==> config.mk <==
export PLATFORM = sky130hd
export DESIGN_NAME = muldiv_sched_flat
export DESIGN_NICKNAME = d
export VERILOG_FILES = /design/src/rtl/muldiv_sched_if.sv /design/src/rtl/muldiv_sched.sv /design/src/flat_wrapper.sv
export SDC_FILE = /design/constraint.sdc
export NUM_CORES = 1
export LEC_CHECK = 0
export ABC_AREA = 1
export BUFFER_PORTS_ARGS = -buffer_cell sky130_fd_sc_hd__buf_2
export CORE_AREA = 2 2 168 170
export DETAILED_ROUTE_END_ITERATION = 6
export DIE_AREA = 0 0 170 172
export HOLD_SLACK_MARGIN = 0.15
export MAX_ROUTING_LAYER = met4
export PLACE_DENSITY = 0.66
export SLEW_MARGIN = 5
export SYNTH_ARGS = -nofsm -noshare
export SYNTH_HDL_FRONTEND = slang
export SYNTH_SLANG_ARGS = --single-unit
==> constraint.sdc <==
create_clock -name clk -period 2.3 [get_ports clk]
set_input_delay 0.115 -clock clk [delete_from_list [all_inputs] [get_ports clk]]
set_output_delay 0.115 -clock clk [all_outputs]
set_load 0.02 [all_outputs]
==> src/rtl/muldiv_sched_if.sv <==
// Issue handshake between the execute stage (master) and the mul/div sequencer (slave).
interface muldiv_sched_if;
  logic        issue_valid;
  logic [2:0]  issue_op;
  logic [31:0] issue_a;
  logic [31:0] issue_b;
  logic        issue_ready;

  modport master (
    output issue_valid, issue_op, issue_a, issue_b,
    input  issue_ready
  );

  modport slave (
    input  issue_valid, issue_op, issue_a, issue_b,
    output issue_ready
  );
endinterface

==> src/rtl/muldiv_sched.sv <==
// Multiply/divide sequencer: owns HI/LO, drives a fixed-latency multiplier and a
// start/done divider, and cancels in-flight work on an exception flush.
module muldiv_sched #(
  parameter int unsigned MUL_LAT = 2
) (
  input  logic                 clk,
  input  logic                 rst_n,
  muldiv_sched_if.slave        issue,
  input  logic                 flush_i,
  input  logic                 stall_i,
  output logic                 busy_o,
  output logic                 mul_start_o,
  output logic [31:0]          mul_a_o,
  output logic [31:0]          mul_b_o,
  output logic                 mul_signed_o,
  input  logic [63:0]          mul_prod_i,
  output logic                 div_start_o,
  output logic                 div_abort_o,
  output logic [31:0]          div_a_o,
  output logic [31:0]          div_b_o,
  output logic                 div_signed_o,
  input  logic                 div_done_i,
  input  logic [31:0]          div_quot_i,
  input  logic [31:0]          div_rem_i,
  output logic [31:0]          hi_o,
  output logic [31:0]          lo_o,
  output logic [31:0]          mul_result_o,
  output logic                 mul_result_valid_o
);

  typedef enum logic [1:0] {
    IDLE     = 2'd0,
    MUL_WAIT = 2'd1,
    DIV_WAIT = 2'd2,
    MUL_HOLD = 2'd3
  } state_e;

  localparam logic [2:0] OP_MULT  = 3'd0;
  localparam logic [2:0] OP_MULTU = 3'd1;
  localparam logic [2:0] OP_DIV   = 3'd2;
  localparam logic [2:0] OP_DIVU  = 3'd3;
  localparam logic [2:0] OP_MTHI  = 3'd4;
  localparam logic [2:0] OP_MTLO  = 3'd5;
  localparam logic [2:0] OP_MUL   = 3'd6;
  localparam logic [3:0] LAT_INIT = 4'(MUL_LAT);

  state_e      state_q, state_d;
  logic [3:0]  cnt_q, cnt_d;
  logic [2:0]  op_q, op_d;
  logic [31:0] hi_q, hi_d, lo_q, lo_d, mul_result_q, mul_result_d;
  logic [31:0] mul_a_q, mul_a_d, mul_b_q, mul_b_d, div_a_q, div_a_d, div_b_q, div_b_d;
  logic        mul_signed_q, mul_signed_d, div_signed_q, div_signed_d;
  logic        mul_start_q, mul_start_d, div_start_q, div_start_d, div_abort_q, div_abort_d;
  logic        busy_q, busy_d, ready_q, ready_d, mres_valid_q, mres_valid_d;
  logic        accept_s, div_take_s;

  assign accept_s   = issue.issue_valid && (state_q == IDLE) && !flush_i;
  // div_start_q is high exactly in the first DIV_WAIT cycle, where done must be ignored
  assign div_take_s = (state_q == DIV_WAIT) && !div_start_q && div_done_i;

  // State register
  always_ff @(posedge clk or negedge rst_n) begin
    if (!rst_n) begin
      state_q <= IDLE;
    end else begin
      state_q <= state_d;
    end
  end

  // Next-state logic; flush overrides every state
  always_comb begin
    state_d = state_q;
    if (flush_i) begin
      state_d = IDLE;
    end else begin
      case (state_q)
        IDLE: begin
          if (accept_s) begin
            case (issue.issue_op)
              OP_MULT, OP_MULTU, OP_MUL: state_d = MUL_WAIT;
              OP_DIV, OP_DIVU: begin
                if (issue.issue_b != 32'd0) begin
                  state_d = DIV_WAIT;
                end else begin
                  state_d = IDLE;
                end
              end
              default: state_d = IDLE;
            endcase
          end else begin
            state_d = IDLE;
          end
        end
        MUL_WAIT: begin
          if (cnt_q == 4'd0) begin
            state_d = (op_q == OP_MUL) ? MUL_HOLD : IDLE;
          end else begin
            state_d = MUL_WAIT;
          end
        end
        DIV_WAIT: begin
          if (div_take_s) begin
            state_d = IDLE;
          end else begin
            state_d = DIV_WAIT;
          end
        end
        MUL_HOLD: begin
          if (!stall_i) begin
            state_d = IDLE;
          end else begin
            state_d = MUL_HOLD;
          end
        end
        default: state_d = IDLE;
      endcase
    end
  end

  // Output/datapath next values: operand capture, result capture, strobes
  always_comb begin
    cnt_d        = cnt_q;
    op_d         = op_q;
    hi_d         = hi_q;
    lo_d         = lo_q;
    mul_result_d = mul_result_q;
    mul_a_d      = mul_a_q;
    mul_b_d      = mul_b_q;
    div_a_d      = div_a_q;
    div_b_d      = div_b_q;
    mul_signed_d = mul_signed_q;
    div_signed_d = div_signed_q;
    mul_start_d  = 1'b0;
    div_start_d  = 1'b0;
    div_abort_d  = 1'b0;
    if (flush_i) begin
      // results sampled in a flush cycle are discarded
      div_abort_d = (state_q == DIV_WAIT);
    end else begin
      case (state_q)
        IDLE: begin
          if (accept_s) begin
            case (issue.issue_op)
              OP_MULT, OP_MULTU, OP_MUL: begin
                mul_a_d      = issue.issue_a;
                mul_b_d      = issue.issue_b;
                mul_signed_d = (issue.issue_op != OP_MULTU);
                op_d         = issue.issue_op;
                cnt_d        = LAT_INIT;
                mul_start_d  = 1'b1;
              end
              OP_DIV, OP_DIVU: begin
                if (issue.issue_b != 32'd0) begin
                  div_a_d      = issue.issue_a;
                  div_b_d      = issue.issue_b;
                  div_signed_d = (issue.issue_op == OP_DIV);
                  div_start_d  = 1'b1;
                end else begin
                  div_start_d  = 1'b0;
                end
              end
              OP_MTHI: hi_d = issue.issue_a;
              OP_MTLO: lo_d = issue.issue_a;
              default: op_d = op_q;
            endcase
          end else begin
            op_d = op_q;
          end
        end
        MUL_WAIT: begin
          if (cnt_q == 4'd0) begin
            if (op_q == OP_MUL) begin
              mul_result_d = mul_prod_i[31:0];
            end else begin
              hi_d = mul_prod_i[63:32];
              lo_d = mul_prod_i[31:0];
            end
          end else begin
            cnt_d = cnt_q - 4'd1;
          end
        end
        DIV_WAIT: begin
          if (div_take_s) begin
            lo_d = div_quot_i;
            hi_d = div_rem_i;
          end else begin
            lo_d = lo_q;
          end
        end
        MUL_HOLD: cnt_d = cnt_q;
        default:  cnt_d = 4'd0;
      endcase
    end
    busy_d       = (state_d != IDLE);
    ready_d      = (state_d == IDLE);
    mres_valid_d = (state_d == MUL_HOLD);
  end

  // Datapath and status registers
  always_ff @(posedge clk or negedge rst_n) begin
    if (!rst_n) begin
      cnt_q        <= 4'd0;
      op_q         <= 3'd0;
      hi_q         <= 32'd0;
      lo_q         <= 32'd0;
      mul_result_q <= 32'd0;
      mul_a_q      <= 32'd0;
      mul_b_q      <= 32'd0;
      div_a_q      <= 32'd0;
      div_b_q      <= 32'd0;
      mul_signed_q <= 1'b0;
      div_signed_q <= 1'b0;
      mul_start_q  <= 1'b0;
      div_start_q  <= 1'b0;
      div_abort_q  <= 1'b0;
      busy_q       <= 1'b0;
      ready_q      <= 1'b1;
      mres_valid_q <= 1'b0;
    end else begin
      cnt_q        <= cnt_d;
      op_q         <= op_d;
      hi_q         <= hi_d;
      lo_q         <= lo_d;
      mul_result_q <= mul_result_d;
      mul_a_q      <= mul_a_d;
      mul_b_q      <= mul_b_d;
      div_a_q      <= div_a_d;
      div_b_q      <= div_b_d;
      mul_signed_q <= mul_signed_d;
      div_signed_q <= div_signed_d;
      mul_start_q  <= mul_start_d;
      div_start_q  <= div_start_d;
      div_abort_q  <= div_abort_d;
      busy_q       <= busy_d;
      ready_q      <= ready_d;
      mres_valid_q <= mres_valid_d;
    end
  end

  assign issue.issue_ready  = ready_q;
  assign busy_o             = busy_q;
  assign mul_start_o        = mul_start_q;
  assign mul_a_o            = mul_a_q;
  assign mul_b_o            = mul_b_q;
  assign mul_signed_o       = mul_signed_q;
  assign div_start_o        = div_start_q;
  assign div_abort_o        = div_abort_q;
  assign div_a_o            = div_a_q;
  assign div_b_o            = div_b_q;
  assign div_signed_o       = div_signed_q;
  assign hi_o               = hi_q;
  assign lo_o               = lo_q;
  assign mul_result_o       = mul_result_q;
  assign mul_result_valid_o = mres_valid_q;

endmodule

==> src/flat_wrapper.sv <==
// flat-port wrapper written by rule: the top's interface ports become plain ports
module muldiv_sched_flat 
#(
  parameter int unsigned MUL_LAT = 2
)
  (clk, rst_n, flush_i, stall_i, busy_o, mul_start_o, mul_a_o, mul_b_o, mul_signed_o, mul_prod_i, div_start_o, div_abort_o, div_a_o, div_b_o, div_signed_o, div_done_i, div_quot_i, div_rem_i, hi_o, lo_o, mul_result_o, mul_result_valid_o, issue_issue_valid, issue_issue_op, issue_issue_a, issue_issue_b, issue_issue_ready);
  muldiv_sched_if issue_i ();
  input  logic clk;
  input  logic rst_n;
  input  logic flush_i;
  input  logic stall_i;
  output logic busy_o;
  output logic mul_start_o;
  output logic [31:0] mul_a_o;
  output logic [31:0] mul_b_o;
  output logic mul_signed_o;
  input  logic [63:0] mul_prod_i;
  output logic div_start_o;
  output logic div_abort_o;
  output logic [31:0] div_a_o;
  output logic [31:0] div_b_o;
  output logic div_signed_o;
  input  logic div_done_i;
  input  logic [31:0] div_quot_i;
  input  logic [31:0] div_rem_i;
  output logic [31:0] hi_o;
  output logic [31:0] lo_o;
  output logic [31:0] mul_result_o;
  output logic mul_result_valid_o;
  input wire logic [$bits(issue_i.issue_valid)-1:0] issue_issue_valid;
  input wire logic [$bits(issue_i.issue_op)-1:0] issue_issue_op;
  input wire logic [$bits(issue_i.issue_a)-1:0] issue_issue_a;
  input wire logic [$bits(issue_i.issue_b)-1:0] issue_issue_b;
  output wire logic [$bits(issue_i.issue_ready)-1:0] issue_issue_ready;
  assign issue_i.issue_valid = issue_issue_valid;
  assign issue_i.issue_op = issue_issue_op;
  assign issue_i.issue_a = issue_issue_a;
  assign issue_i.issue_b = issue_issue_b;
  assign issue_issue_ready = issue_i.issue_ready;
  muldiv_sched #(.MUL_LAT(MUL_LAT)) u_core (.clk(clk), .rst_n(rst_n), .issue(issue_i), .flush_i(flush_i), .stall_i(stall_i), .busy_o(busy_o), .mul_start_o(mul_start_o), .mul_a_o(mul_a_o), .mul_b_o(mul_b_o), .mul_signed_o(mul_signed_o), .mul_prod_i(mul_prod_i), .div_start_o(div_start_o), .div_abort_o(div_abort_o), .div_a_o(div_a_o), .div_b_o(div_b_o), .div_signed_o(div_signed_o), .div_done_i(div_done_i), .div_quot_i(div_quot_i), .div_rem_i(div_rem_i), .hi_o(hi_o), .lo_o(lo_o), .mul_result_o(mul_result_o), .mul_result_valid_o(mul_result_valid_o));
endmodule
==> impl_metrics.tcl <==
set metrics [dict create \
    detail-route-antenna-nets 0 \
    overflow 0 \
    p_total_uw 22400 \
    crit_type "reg -> reg" \
    final_common_cell "buf_2" \
    crit_slowest_cell "dlygate4sd3_1" \
    cp_cell_sequence "inv_1, ha_2, buf_12, a22o_1, dlygate4sd3_1, a21oi_1, o21ai_1" \
    min_period_ns 2.22 \
    hold_path_depth 5 \
    crit_required_ns 2.74 \
    layout-drive-gt1-share_pct 28.2 \
    end_kind "flip-flop" \
    synth-simple-area-share_pct 13.9 \
    status "complete, but fails checks" \
    gp_congestion 0.892 \
    ff2ff_setup_slack_ns 0.08 \
    utilization_pct 57.6 \
    synthCells 1175 \
    hold_class "in -> reg" \
    die_area_um2 29200 \
    critPathTopFamily "buffers and inverters" \
    dp_hpwl_mm 24.5 \
    io_pins 433 \
    wl_per_cell_um 17.5 \
    post-route-drc-count 2 \
    worst_slack_ns 0.0773 \
    ff_latch_area_um2 6030 \
    layout_common_cells "431 x buf_2, 260 x nand2_1, 240 x dfrtp_1" \
    viasPerCell 4.93 \
    fin_crit_sh_pct 96.6 \
    synth_edf_count 0 \
    violations "DRC" \
    fp.dieH_um 172 \
    clock_path_buffers 3 \
    synth_top_family_by_area "compound AO/OA/AOI/OAI gates" \
    synth_nets 1383 \
    cts_buffers 27 \
    tns_ns 0 \
    arrival_ns 2.66 \
    cp_max_fo 33 \
    powerDensity_nw_per_um2 1420 \
    synth_flop_cell "dfrtp_1" \
    muxShareOfSynthArea_pct 0 \
    max_stage_delay_ns 0.59 \
    nets 1992 \
    vias 10600 \
    slew_viol_final 0 \
    synth_area_per_cell_um2 8.74 \
    max_freq_ghz 0.450 \
    synth.cell_area_um2 10300 \
    synth_async_sr_flop_share_pct 100 \
    clk_pin_slew_ns 0.06 \
    rsz0062_at_grt "true" \
    maxCapViolCount 0 \
    reg2reg_from "u_core.state_q[0]" \
    start_kind "flip-flop" \
    drtPass1Iterations 7 \
    r2r_cells 7 \
    tritoncts "yes" \
    numPortBuffers 432 \
    tightest_slew_ns 0.684 \
    synth_xor_area_share_pct 0.0853 \
    clkLatencyLatePin_ns 0.53 \
    htreeDepth 1 \
    grt_pass1_wl_mm 56.8 \
    grt_pass1_vias 10500 \
    die_x_um 170 \
    critPathBufInv 3 \
    synthDistinctLibCells 25 \
    antenna_found_initial 0 \
    rr_endpoint "u_core.hi_o[3]" \
    nFillCells 2360 \
    whs_ns 0.153 \
    clock_sinks 241 \
    grt_usage_pct 25.4 \
    setup_viol 0 \
    synth-adder-area-share_pct 0.853 \
    coreArea_um2 27500 \
    ys_seq_area_share_pct 58.7 \
    synth_compound_area_share_pct 19.1 \
    yosys_warnings 0 \
    synth_seq_cells 241 \
    root_buffer "clkbuf_16" \
    peakVddDrop_uv 951 \
    multi_input_area_um2 3520 \
    rows 61 \
    holdPathEnd "u_core.lo_o[1]" \
    total_leakage_power_uw 0.00843 \
    slew_headroom_pct 54.4 \
    drt_wl_total_mm 37.7 \
    ctsResizeCount 0 \
    hp-start "div_quot_i[1]" \
    drt-initial-drc-count 845 \
    finalHoldViolCount 0 \
    fin_skew_ns 0.0125 \
    dp_slack_ns 0.263 \
    grt_max_degree 131 \
    area_delta_synth_final_pct 53.9 \
    start_util_pct 37.4 \
]
==> cell type report <==
cell class / instances / share of cell area, %
flip-flops and latches: 241 / 38.1
repair buffers: 652 / 28.2
multi-input cells: 746 / 22.3
clock buffers: 35 / 4.65
inverters: 116 / 2.75
well taps: 346 / 2.74
clock inverters: 13 / 1.23
diodes: 1 / 0.0158
==> how the worst max path moves through the flow <==
| stage | start | endpoint | slack, ns | depth (start not counted) |
|---|---|---|---|---|
| CTS | u_core.state_q[0] | u_core.hi_o[3] | 0.1 | 7 |
| floorplan | u_core.state_q[0] | u_core.hi_o[10] | 0.55 | 10 |
| global route | u_core.state_q[0] | u_core.hi_o[3] | -0.02 | 7 |
| global placement | u_core.state_q[1] | u_core.hi_o[0] | 0.36 | 8 |
| detailed placement | u_core.state_q[1] | u_core.hi_o[21] | 0.26 | 9 |
| finish | u_core.state_q[0] | u_core.hi_o[3] | 0.08 | 7 |
==> through the flow <==
step / instances / area (um2)
floorplan: 1175 / 10300
global placement: 1900 / 12900
detailed placement: 1900 / 12900
CTS: 2148 / 15800
global route: 2149 / 15800
finish: 2150 / 15800
==> flip-flops by register name (all words and copies together) (netlist names) <==
signal,flops
u_core.hi_o,32
u_core.mul_signed_o,1
u_core.mul_result_valid_o,1
u_core.mul_start_o,1
u_core.state_q,2
u_core.div_a_o,32
u_core.cnt_q,4
u_core.mul_a_o,32
u_core.busy_o,1
u_core.div_abort_o,1
u_core.op_q,3
u_core.div_b_o,32
u_core.lo_o,32
u_core.issue.issue_ready,1
u_core.mul_result_o,32
u_core.div_signed_o,1
u_core.mul_b_o,32
u_core.div_start_o,1
==> cell families (layout without fill, tap and decap cells) <==
family                   count (synthesis)  after routing
AO/OA/AOI/OAI                          366            366
other                                    0              1
buffers and inverters                  188            816
flip-flops                             241            241
adder cells (fa/ha/maj)                  7              7
XOR/XNOR                                 1              1
AND/OR/NAND/NOR                        372            372
==> worst reg2reg max path, delay by kind of cell (launching register included) <==
kind | cells | cell delay (ns)
adder cells (fa/ha/maj) | 1 | 0.31
AO/OA/AOI/OAI | 3 | 0.44
flip-flops | 1 | 0.40
buffers and inverters | 3 | 1.00
==> cell usage after synthesis, types with 3 or more instances <==
| cell | number | area share (%) |
|---|---|---|
| nor2_1 | 98 | 3.6 |
| buf_1 | 6 | 0.22 |
| buf_2 | 26 | 1.3 |
| nand4_1 | 3 | 0.18 |
| ha_1 | 7 | 0.85 |
| a22o_1 | 32 | 2.7 |
| a21oi_1 | 97 | 4.7 |
| o21ai_0 | 201 | 9.8 |
| dfrtp_1 | 240 | 58 |
| clkbuf_1 | 37 | 1.4 |
| nand2_1 | 261 | 9.5 |
| o21ai_1 | 32 | 1.6 |
| inv_1 | 114 | 4.2 |
| buf_4 | 3 | 0.22 |
| nand3_1 | 6 | 0.29 |
==> metal layers <==
metal	vias to the layer above	routed length, um	GRT usage [%]
met1	4948	15000	29.9
li1	5024	-	-
met4	0	1920	12.3
met5	-	0	-
met3	131	2360	3.96
met2	496	18500	43.0
==> power breakdown <==
group	internal (uW)	switching, uW	leakage (uW)
combinational	3700	6920	0.00494
sequential	6200	1080	0.00303
clock	2800	1740	0.000455
==> what timing repair did <==
| item | 4_1_cts | 5_1_grt |
|---|---|---|
| setup endpoints to repair | 0 | 3 |
| hold buffers | 200 | 0 |
| buffers inserted | 0 | 0 |
| endpoints found under the hold margin | 476 | 0 |
No activity file was read; power rests on OpenSTA's default activity.
